File: src/rtl/softmax_pkg.sv
// rtl/softmax_pkg.sv - FP32 constants, exponent bounds and state encoding shared by the softmax exponent sequencer
package softmax_pkg;

   localparam logic [31:0] FP_ONE  = 32'h3f800000;
   localparam logic [31:0] FP_INF  = 32'h7f800000;
   localparam logic [31:0] FP_QNAN = 32'h7fc00000;
   localparam logic [31:0] FP_ZERO = 32'h00000000;

   localparam logic [7:0] EXP_LO = 8'd123;
   localparam logic [7:0] EXP_HI = 8'd132;

   typedef enum logic [2:0] {
      ST_IDLE,
      ST_FETCH,
      ST_RUN,
      ST_GAP,
      ST_ERST,
      ST_NEXT,
      ST_SUMW,
      ST_FIN
   } state_e;

   typedef enum logic [1:0] {
      CLS_ONE,
      CLS_OVF,
      CLS_ENG
   } cls_e;

   // Small inputs round to exp(x)=1.0; large ones saturate and are flagged.
   function automatic cls_e classify(input logic [7:0] e);
      if (e <= EXP_LO) return CLS_ONE;
      if (e >= EXP_HI) return CLS_OVF;
      return CLS_ENG;
   endfunction

endpackage

File: src/rtl/softmax_exp_sched_if.sv
// rtl/softmax_exp_sched_if.sv - start/done handshake and reset toward the iterative exponent engine
interface softmax_exp_sched_if;

   logic        exp_start;
   logic [31:0] exp_in;
   logic        exp_rst_n;
   logic [31:0] exp_result;
   logic        exp_done;

   modport master (
      output exp_start, exp_in, exp_rst_n,
      input  exp_result, exp_done
   );

   modport slave (
      input  exp_start, exp_in, exp_rst_n,
      output exp_result, exp_done
   );

endinterface

File: src/rtl/softmax_exp_sched_add.sv
// rtl/softmax_exp_sched_add.sv - FP32 accumulator adder for non-negative operands, round to nearest even
// Only built when SOFTMAX_EXP_SUM_EN is defined; denormal operands are flushed to zero.
`ifdef SOFTMAX_EXP_SUM_EN
module softmax_exp_sched_add
   import softmax_pkg::*;
(
   input  logic [31:0] a,
   input  logic [31:0] b,
   output logic [31:0] y
);

   logic [31:0] big;
   logic [31:0] small;
   logic [7:0]  eb;
   logic [7:0]  es;
   logic [7:0]  sh;
   logic [23:0] mb;
   logic [23:0] ms;
   logic [49:0] shifted;
   logic [24:0] msum;
   logic [23:0] mant;
   logic [24:0] rnd;
   logic [22:0] mant_r;
   logic [8:0]  e;
   logic        g;
   logic        s;

   always_comb begin
      big     = (a[30:0] >= b[30:0]) ? a : b;
      small   = (a[30:0] >= b[30:0]) ? b : a;
      eb      = big[30:23];
      es      = small[30:23];
      mb      = {1'b1, big[22:0]};
      ms      = (es == 8'd0) ? 24'd0 : {1'b1, small[22:0]};
      sh      = ((eb - es) > 8'd31) ? 8'd31 : (eb - es);
      shifted = {ms, 26'd0} >> sh;
      msum    = {1'b0, mb} + {1'b0, shifted[49:26]};
      if (msum[24]) begin
         mant = msum[24:1];
         g    = msum[0];
         s    = shifted[25] | (|shifted[24:0]);
         e    = {1'b0, eb} + 9'd1;
      end else begin
         mant = msum[23:0];
         g    = shifted[25];
         s    = |shifted[24:0];
         e    = {1'b0, eb};
      end
      rnd = {1'b0, mant} + {24'd0, g & (s | mant[0])};
      if (rnd[24]) e = e + 9'd1;
      mant_r = rnd[24] ? rnd[23:1] : rnd[22:0];
      if (eb == 8'hff)       y = (big[22:0] != 23'd0) ? FP_QNAN : FP_INF;
      else if (eb == 8'd0)   y = FP_ZERO;
      else if (e >= 9'd255)  y = FP_INF;
      else                   y = {big[31], e[7:0], mant_r};
   end

endmodule
`endif

File: src/rtl/softmax_exp_sched.sv
// rtl/softmax_exp_sched.sv - runs N FP32 softmax scores one at a time through the shared exponent engine
// SOFTMAX_EXP_SUM_EN adds a running FP32 sum of the results on the sum port.
module softmax_exp_sched
   import softmax_pkg::*;
#(
   parameter int N   = 8,
   parameter int AW  = $clog2(N),
   parameter int TMO = 64
) (
   input  logic          clk,
   input  logic          rstn,
   input  logic          wr_en,
   input  logic [AW-1:0] wr_addr,
   input  logic [31:0]   wr_data,
   input  logic          start,
   output logic          busy,
   output logic          done,
   output logic          err,
   input  logic [AW-1:0] rd_addr,
   output logic [31:0]   rd_data,
`ifdef SOFTMAX_EXP_SUM_EN
   output logic [31:0]   sum,
`endif
   softmax_exp_sched_if.master eng
);

   localparam int TW = $clog2(TMO + 1);

   state_e        state_q, state_d;
   logic [AW-1:0] idx_q, idx_d;
   logic [TW-1:0] cnt_q, cnt_d;
   logic          err_q, err_d;
   logic [31:0]   in_buf_q  [N];
   logic [31:0]   res_buf_q [N];
   logic          res_we;
   logic [31:0]   res_wdata;
   logic [31:0]   cur;

   assign cur = in_buf_q[idx_q];

   always_comb begin
      state_d   = state_q;
      idx_d     = idx_q;
      cnt_d     = cnt_q;
      err_d     = err_q;
      res_we    = 1'b0;
      res_wdata = FP_ZERO;
      case (state_q)
         ST_IDLE: begin
            if (start) begin
               state_d = ST_FETCH;
               idx_d   = '0;
               err_d   = 1'b0;
            end
         end
         ST_FETCH: begin
            cnt_d = '0;
            case (classify(cur[30:23]))
               CLS_ONE: begin
                  res_we    = 1'b1;
                  res_wdata = FP_ONE;
                  state_d   = ST_NEXT;
               end
               CLS_OVF: begin
                  res_we    = 1'b1;
                  res_wdata = cur[31] ? FP_ZERO : FP_INF;
                  err_d     = 1'b1;
                  state_d   = ST_NEXT;
               end
               default: state_d = ST_RUN;
            endcase
         end
         ST_RUN: begin
            // Capture on the done cycle: the engine reloads its result on the following one.
            if (eng.exp_done) begin
               res_we    = 1'b1;
               res_wdata = eng.exp_result;
               cnt_d     = '0;
               state_d   = ST_GAP;
            end else if (cnt_q == TW'(TMO - 1)) begin
               res_we    = 1'b1;
               res_wdata = FP_QNAN;
               err_d     = 1'b1;
               cnt_d     = '0;
               state_d   = ST_ERST;
            end else begin
               cnt_d = cnt_q + TW'(1);
            end
         end
         ST_GAP: state_d = ST_NEXT;
         ST_ERST: begin
            if (cnt_q == TW'(1)) begin
               cnt_d   = '0;
               state_d = ST_NEXT;
            end else begin
               cnt_d = cnt_q + TW'(1);
            end
         end
         ST_NEXT: begin
            if (idx_q == AW'(N - 1)) begin
`ifdef SOFTMAX_EXP_SUM_EN
               state_d = ST_SUMW;
`else
               state_d = ST_FIN;
`endif
            end else begin
               idx_d   = idx_q + AW'(1);
               state_d = ST_FETCH;
            end
         end
         ST_SUMW: state_d = ST_FIN;
         ST_FIN:  state_d = ST_IDLE;
         default: state_d = ST_IDLE;
      endcase
   end

   always_ff @(posedge clk or negedge rstn) begin
      if (!rstn) begin
         state_q <= ST_IDLE;
         idx_q   <= '0;
         cnt_q   <= '0;
         err_q   <= 1'b0;
      end else begin
         state_q <= state_d;
         idx_q   <= idx_d;
         cnt_q   <= cnt_d;
         err_q   <= err_d;
      end
   end

   always_ff @(posedge clk) begin
      if (wr_en && state_q == ST_IDLE) in_buf_q[wr_addr] <= wr_data;
      if (res_we) res_buf_q[idx_q] <= res_wdata;
   end

   assign busy          = (state_q != ST_IDLE);
   assign done          = (state_q == ST_FIN);
   assign err           = err_q;
   assign rd_data       = res_buf_q[rd_addr];
   assign eng.exp_start = (state_q == ST_RUN);
   assign eng.exp_in    = (state_q == ST_RUN) ? cur : FP_ZERO;
   assign eng.exp_rst_n = (state_q != ST_ERST);

`ifdef SOFTMAX_EXP_SUM_EN
   logic        acc_pend_q;
   logic [31:0] acc_val_q;
   logic [31:0] sum_q, sum_d;
   logic [31:0] add_y;

   softmax_exp_sched_add u_add (
      .a (sum_q),
      .b (acc_val_q),
      .y (add_y)
   );

   always_comb begin
      sum_d = sum_q;
      if (state_q == ST_IDLE && start) sum_d = FP_ZERO;
      else if (acc_pend_q)             sum_d = add_y;
   end

   always_ff @(posedge clk or negedge rstn) begin
      if (!rstn) begin
         acc_pend_q <= 1'b0;
         acc_val_q  <= FP_ZERO;
         sum_q      <= FP_ZERO;
      end else begin
         acc_pend_q <= res_we;
         acc_val_q  <= res_wdata;
         sum_q      <= sum_d;
      end
   end

   assign sum = sum_q;
`endif

endmodule

File: src/flat_wrapper.sv
// flat-port wrapper written by rule: the top's interface ports become plain ports
module softmax_exp_sched_flat import softmax_pkg::*;
#(
   parameter int N   = 8,
   parameter int AW  = $clog2(N),
   parameter int TMO = 64
)
  (clk, rstn, wr_en, wr_addr, wr_data, start, busy, done, err, rd_addr, rd_data, eng_exp_start, eng_exp_in, eng_exp_rst_n, eng_exp_result, eng_exp_done);
  softmax_exp_sched_if eng_i ();
  input  logic clk;
  input  logic rstn;
  input  logic wr_en;
  input  logic [AW-1:0] wr_addr;
  input  logic [31:0] wr_data;
  input  logic start;
  output logic busy;
  output logic done;
  output logic err;
  input  logic [AW-1:0] rd_addr;
  output logic [31:0] rd_data;
  output wire logic [$bits(eng_i.exp_start)-1:0] eng_exp_start;
  output wire logic [$bits(eng_i.exp_in)-1:0] eng_exp_in;
  output wire logic [$bits(eng_i.exp_rst_n)-1:0] eng_exp_rst_n;
  input wire logic [$bits(eng_i.exp_result)-1:0] eng_exp_result;
  input wire logic [$bits(eng_i.exp_done)-1:0] eng_exp_done;
  assign eng_exp_start = eng_i.exp_start;
  assign eng_exp_in = eng_i.exp_in;
  assign eng_exp_rst_n = eng_i.exp_rst_n;
  assign eng_i.exp_result = eng_exp_result;
  assign eng_i.exp_done = eng_exp_done;
  softmax_exp_sched #(.N(N), .AW(AW), .TMO(TMO)) u_core (.clk(clk), .rstn(rstn), .wr_en(wr_en), .wr_addr(wr_addr), .wr_data(wr_data), .start(start), .busy(busy), .done(done), .err(err), .rd_addr(rd_addr), .rd_data(rd_data), .eng(eng_i));
endmodule
File: config.mk
export PLATFORM = sky130hd
export DESIGN_NAME = softmax_exp_sched_flat
export DESIGN_NICKNAME = d
export VERILOG_FILES = /design/src/rtl/softmax_pkg.sv /design/src/rtl/softmax_exp_sched_if.sv /design/src/rtl/softmax_exp_sched_add.sv /design/src/rtl/softmax_exp_sched.sv /design/src/flat_wrapper.sv
export SDC_FILE = /design/constraint.sdc
export NUM_CORES = 1
export LEC_CHECK = 0
export ABC_AREA = 1
export CORE_MARGIN = 5
export CORE_UTILIZATION = 33
export CTS_BUF_LIST = sky130_fd_sc_hd__clkbuf_4
export DETAILED_ROUTE_END_ITERATION = 16
export MAX_ROUTING_LAYER = met4
export PLACE_DENSITY = 0.54
export SLEW_MARGIN = 20
export SYNTH_ARGS = -nofsm -noshare
export SYNTH_HDL_FRONTEND = slang
export SYNTH_HIERARCHICAL = 1
export SYNTH_SLANG_ARGS = --single-unit
File: constraint.sdc
create_clock -name clk -period 4.3 [get_ports clk]
set_input_delay 0.86 -clock clk [delete_from_list [all_inputs] [get_ports clk]]
set_output_delay 0.86 -clock clk [all_outputs]
set_load 0.01 [all_outputs]
==> flow_summary.yaml, run 1 <==
outcome:
  outcome: "completed"
clock_network:
  cts_tree: "done"
  clock_path_buffers: 3
  insertion_delay_ns: 0.95
  clkSlewWorstSetupHoldPaths_ns: 0.07
  cts_buffers: 143
  cts_sinks: 526
  holdBufCountCts: 0
  cts_max_level: 4
  cts-root-buf: "clkbuf_4"
job:
  drv_cap: 0
logic_synthesis:
  synth_warnings: 6
  synth-edff-count: 512
  synth.area.top_cells: "edfxtp_1 74%, nor2_1 5.2%, nand2_1 4.1%"
  ys_seq_area_frac: 0.756
  avgSynthCellArea_um2: 13.0
  ys_ff_latch: 526
  syn_area_um2: 20800
  syn_nets: 1674
  synth_common_cells: "512 x edfxtp_1, 287 x nor2_1, 228 x nand2_1"
  netlist-cell-type-count: 41
  ys.flop_type: "edfxtp_1"
  synthArstFlopShare: 0.0266
  synth_top_area_frac: 0.740
  yosysMostFrequentCell: "edfxtp_1"
  synthCells: 1595
  yosys.area.top_type: "edfxtp_1"
sta:
  period_share: 0.951
  drv_slew: 0
  hold_viol_final: 0
  finalSetupViolCount: 0
  relSlewSlack: 0.314
  finalCriticalPeriod_ns: 4.09
  timing.hold.ws_ns: 0.324
  max_freq_ghz: 0.244
  fin_skew_ns: 0.0811
  finalSetupTns_ns: 0
  max_slew.worst_pin.slew_ns: 1.02
  rsz0062_at_grt: "false"
cells_and_area:
  post-route-util: 0.406
  syn_to_final_growth_pct: 22.6
  nets: 1937
  fin_area_um2: 25500
  drive_gt1_frac: 0.175
critical_path:
  r2r_cells: 14
  crit_type: "register to primary output"
  required_ns: 3.44
  critPathCaptureType: "primary output"
  cp_max_fo: 5
  cp.arrival_ns: 3.23
  cp-start-kind: "register"
  r2r_setup_slack_ns: 1.19
route:
  drc: 0
  detail_route.iter0.violations: 1036
  routedWlPerCell_um: 19.2
  via_per_inst: 4.81
  drt-total-wl_um: 53900
  ant_nets: 0
  first_pass_iters: 5
  via_count: 13500
global_routing:
  grt_overflow: 0
  grt.total_usage: 0.162
  grt_start_max_net_pins: 129
  antenna_found_initial: 5
  grt_pass1_wl_um: 81800
  grt_pass1_vias: 13900
die:
  coreArea_um2: 62700
  die-height_um: 261
  rows: 92
  start_util: 0.331
  die_w_um: 261
  ios: 144
  die_area_um2: 68100
placed_design:
  post-dp-hpwl_um: 29800
  place_area_um2: 23500
  port_buffers: 143
  place.gp.congestion: 0.778
pwr:
  irDropWorstVdd_v: 0.000274
  leakagePower_nw: 8.82
  p_per_area_nw_per_um2: 503
min_path:
  min_path_type: "primary input to async pin"
[cell type report]
type                    instances  area [um^2]
diodes                          8         20.0
clock buffers                 212         1590
clock inverters                31          189
fillers                      5935        37300
inverters                      72          287
multi-input cells             913         4610
flip-flops and latches        526        15700
well taps                     846         1060
repair buffers                202         1990
[worst max-delay path, cell delays in order, from the launching register on]
cell and delay, ns:
dfrtp_2 0.43, buf_4 0.17, nor2_2 0.15, nand2_2 0.14, clkinvlp_4 0.17, buf_4 0.17
nand2_1 0.05, nand2_1 0.05, a21oi_1 0.05, a41oi_2 0.30, clkdlybuf4s50_1 0.61
[cells by family (layout without fill, tap and decap cells)]
logic type | Yosys count | in the layout | synth area share
buf+inv | 156 | 517 | 0.0323
flops | 526 | 526 | 0.756
other cells | 0 | 8 | 0
simple gates | 575 | 575 | 0.109
fa+ha+maj | 4 | 4 | 0.00241
xor+xnor | 5 | 5 | 0.00211
compound gates | 329 | 329 | 0.0979
[routing by layer]
layer  track usage  wire length, um
met1         0.198            23100
met2         0.260            26400
met3        0.0432             3300
met4        0.0636             1120
met5             -                0
[repair_timing]
action / CTS / global route
buffers inserted: 4 / 2
pin swaps: 2 / 1
setup endpoints to repair: 27 / 13
resized for setup: 40 / 7
[stage by stage]
step	power, W	std cells	setup WS, ns
after floorplan	0.00754	1595	0.524
after global placement	0.00847	2553	0.596
after detailed placement	0.00849	2553	0.629
after CTS	0.0130	2800	-0.0559
after global routing	0.0135	2807	0.00603
final	0.0128	2810	0.210
[placed cells by master, fill, tap and decap left out, types with 15 or more instances in the layout]
cell             count
edfxtp_1           512
nor2_1             277
nand2_1            227
clkbuf_4           212
o21ai_0            154
clkdlybuf4s50_1    126
inv_1               64
buf_4               48
nand3_1             39
o22ai_1             37
a31oi_1             36
a22oi_1             28
a221oi_1            16
a41oi_1             15
[flip-flops by register name, summed over array words and instances, names as in the netlist]
signal,count
u_core/err,1
u_core/res_buf_q,256
u_core/state_q,3
u_core/cnt_q,7
u_core/idx_q,3
u_core/in_buf_q,256
[worst paths after layout]
path,from,endpoint
worst max-delay path,u_core/idx_q[1],eng_exp_in[0]
worst min-delay path,rstn,u_core/state_q[2]
worst max register to register,u_core/idx_q[1],u_core/res_buf_q[3][21]
worst min register to register,u_core/err,u_core/err
max in group asynchronous,rstn,u_core/idx_q[2]
min in group clk,u_core/err,u_core/err
[power breakdown]
part | internal, W | leakage [nW] | switching, W | total [W]
registers | 0.00607 | 4.84 | 0.0000888 | 0.00616
logic | 0.000740 | 2.90 | 0.00153 | 0.00227
clock network | 0.00236 | 1.08 | 0.00201 | 0.00437
total | 0.00918 | 8.82 | 0.00363 | 0.0128
(Power assumes the default switching activity.)
==> run 2, diff against run 1 <==
--- a/config.mk
+++ b/config.mk
@@ -11,5 +11,4 @@
 export CTS_BUF_LIST = sky130_fd_sc_hd__clkbuf_4
 export DETAILED_ROUTE_END_ITERATION = 16
-export MAX_ROUTING_LAYER = met4
 export PLACE_DENSITY = 0.54
 export SLEW_MARGIN = 20
==> constraint.sdc (replaced) <==
create_clock -name clk -period 4.3 [get_ports clk]
set_input_delay 0.43 -clock clk [delete_from_list [all_inputs] [get_ports clk]]
set_output_delay 0.43 -clock clk [all_outputs]
set_load 0.01 [all_outputs]
==> flow_summary.yaml, run 2 (same netlist as run 1, synthesis figures left out) <==
outcome:
  outcome: "completed"
placed_design:
  place_area_um2: 23400
  dp_slack_ns: 0.587
  post-dp-hpwl_um: 30200
  place.gp.congestion: 0.769
  port_buffers: 143
global_routing:
  grt_pass1_wl_um: 81800
  grt.met2_usage: 0.257
  grt.total_usage: 0.157
  grt_overflow: 0
  grt_start_max_net_pins: 129
  met3_usage: 0.0401
  gr-max-usage-layer: "met2"
  antenna_found_initial: 3
  grt_use_met1: 0.201
  grt_pass1_vias: 13900
job:
  drv_cap: 0
die:
  coreArea_um2: 62700
  start_util: 0.331
  ios: 144
  die_area_um2: 68100
  die_w_um: 261
  rows: 92
  die-height_um: 261
route:
  detail_route.iter0.violations: 994
  drc: 0
  ant_nets: 0
  routedWlPerCell_um: 19.2
  via_per_inst: 4.82
  drt-total-wl_um: 53600
  first_pass_iters: 5
  via_count: 13500
sta:
  relSlewSlack: 0.261
  max_slew.worst_pin.slew_ns: 1.11
  finalCriticalPeriod_ns: 4.04
  drv_slew: 0
  finalSetupTns_ns: 0
  fin_skew_ns: 0.0603
  hold_viol_final: 0
  period_share: 0.940
  fin_ws_ns: 0.257
  max_freq_ghz: 0.247
  finalSetupViolCount: 0
cells_and_area:
  final_cell_mix: "512 x edfxtp_1, 279 x nor2_1, 227 x nand2_1"
  drive_gt1_frac: 0.157
  fin_area_um2: 25300
  fill_cells: 5956
  final_common_cell: "edfxtp_1"
  nets: 1920
  reg_top3: "u_core/in_buf_q x256, u_core/res_buf_q x256, u_core/cnt_q x7"
  syn_to_final_growth_pct: 21.6
pwr:
  switching_power_w: 0.00361
  intPower_w: 0.00916
  total_power_w: 0.0128
  leakagePower_nw: 8.61
  p_per_area_nw_per_um2: 505
  clock_power_share: 0.349
  irDropWorstVdd_v: 0.000232
  comb_power_share: 0.168
  swShare: 0.283
  power_frac_seq: 0.483
clock_network:
  cts_buffers: 142
  cts-root-buf: "clkbuf_4"
  cts_max_level: 4
  insertion_delay_ns: 0.95
  cts_tree: "done"
  cts_sinks: 526
  clock_path_buffers: 3
  clkSlewWorstSetupHoldPaths_ns: 0.06
critical_path:
  max_stage_delay_ns: 0.63
  path_cells: "inv_1 -> nand2_1 -> nor2_4 -> buf_4 -> a221oi_1 -> a41oi_1 -> clkdlybuf4s50_1"
  required_ns: 3.87
  crit_type: "register to primary output"
  slowest_stage: "clkdlybuf4s50_1"
  cp_max_fo: 13
  cp-start-kind: "register"
  cp.arrival_ns: 3.61
  critPathCaptureType: "primary output"
min_path:
  min_path_type: "primary input to register"
run 2: power groups by stage:
stage                     Clock (W)  Sequential [W]  Combinational, W
after floorplan                   0         0.00626           0.00129
after global placement            0         0.00626           0.00215
after detailed placement          0         0.00627           0.00217
after CTS                   0.00464         0.00616           0.00219
after global routing        0.00492         0.00618           0.00239
final                       0.00445         0.00616           0.00215
run 2: critical path: cells and delay by family, from the launching register on:
family,cells,cell delay (ns)
buffers and inverters,3,1.20
flip-flops,1,0.50
AND/OR/NAND/NOR,2,0.49
AO/OA/AOI/OAI,2,0.47
run 2: per-stage QoR:
step                      instances  hold slack (ns)   util
after floorplan                1595            0.134      -
after global placement         2540            0.480  0.373
after detailed placement       2540            0.478  0.373
after CTS                      2787           0.0522  0.402
after global routing           2792            0.122  0.403
final                          2792            0.213  0.403
run 2: path summary, 6_finish.rpt:
| path | endpoint | slack [ns] | start | cells after the start |
|---|---|---|---|---|
| setup reg to reg | u_core/res_buf_q[0][2] | 1.22 | u_core/idx_q[0] | 14 |
| hold reg to reg | u_core/err | 0.49 | u_core/err | 2 |
| max in group asynchronous | u_core/idx_q[1] | 3.36 | rstn | 2 |
| setup / recovery | eng_exp_in[14] | 0.26 | u_core/idx_q[1] | 7 |
| hold / removal | u_core/in_buf_q[7][16] | 0.21 | wr_data[16] | 1 |
| min in group asynchronous | u_core/err | 0.45 | rstn | 2 |
run 2: cell type report:
type | count | area (um^2) | area share
Antenna cell | 3 | 7.51 | 0.000297
Tap cell | 846 | 1060 | 0.0419
Clock inverter | 49 | 355 | 0.0141
Clock buffer | 197 | 1480 | 0.0585
Sequential cell | 526 | 15700 | 0.622
Inverter | 72 | 287 | 0.0113
Timing Repair Buffer | 186 | 1790 | 0.0707
Multi-Input combinational cell | 913 | 4570 | 0.181
run 2: per-layer routing:
metal,wire (um),vias up
met5,20,-
met4,1140,2
li1,-,6396
met3,3310,81
met2,26000,386
met1,23100,6592
run 2: repair_timing:
item / CTS / global route
pin swaps: 0 / 1
setup buffers: 0 / 2
gates resized for setup: 7 / 3
hold buffers: 1 / 0
setup endpoints to repair: 26 / 6
hold endpoints to repair: 14 / 0
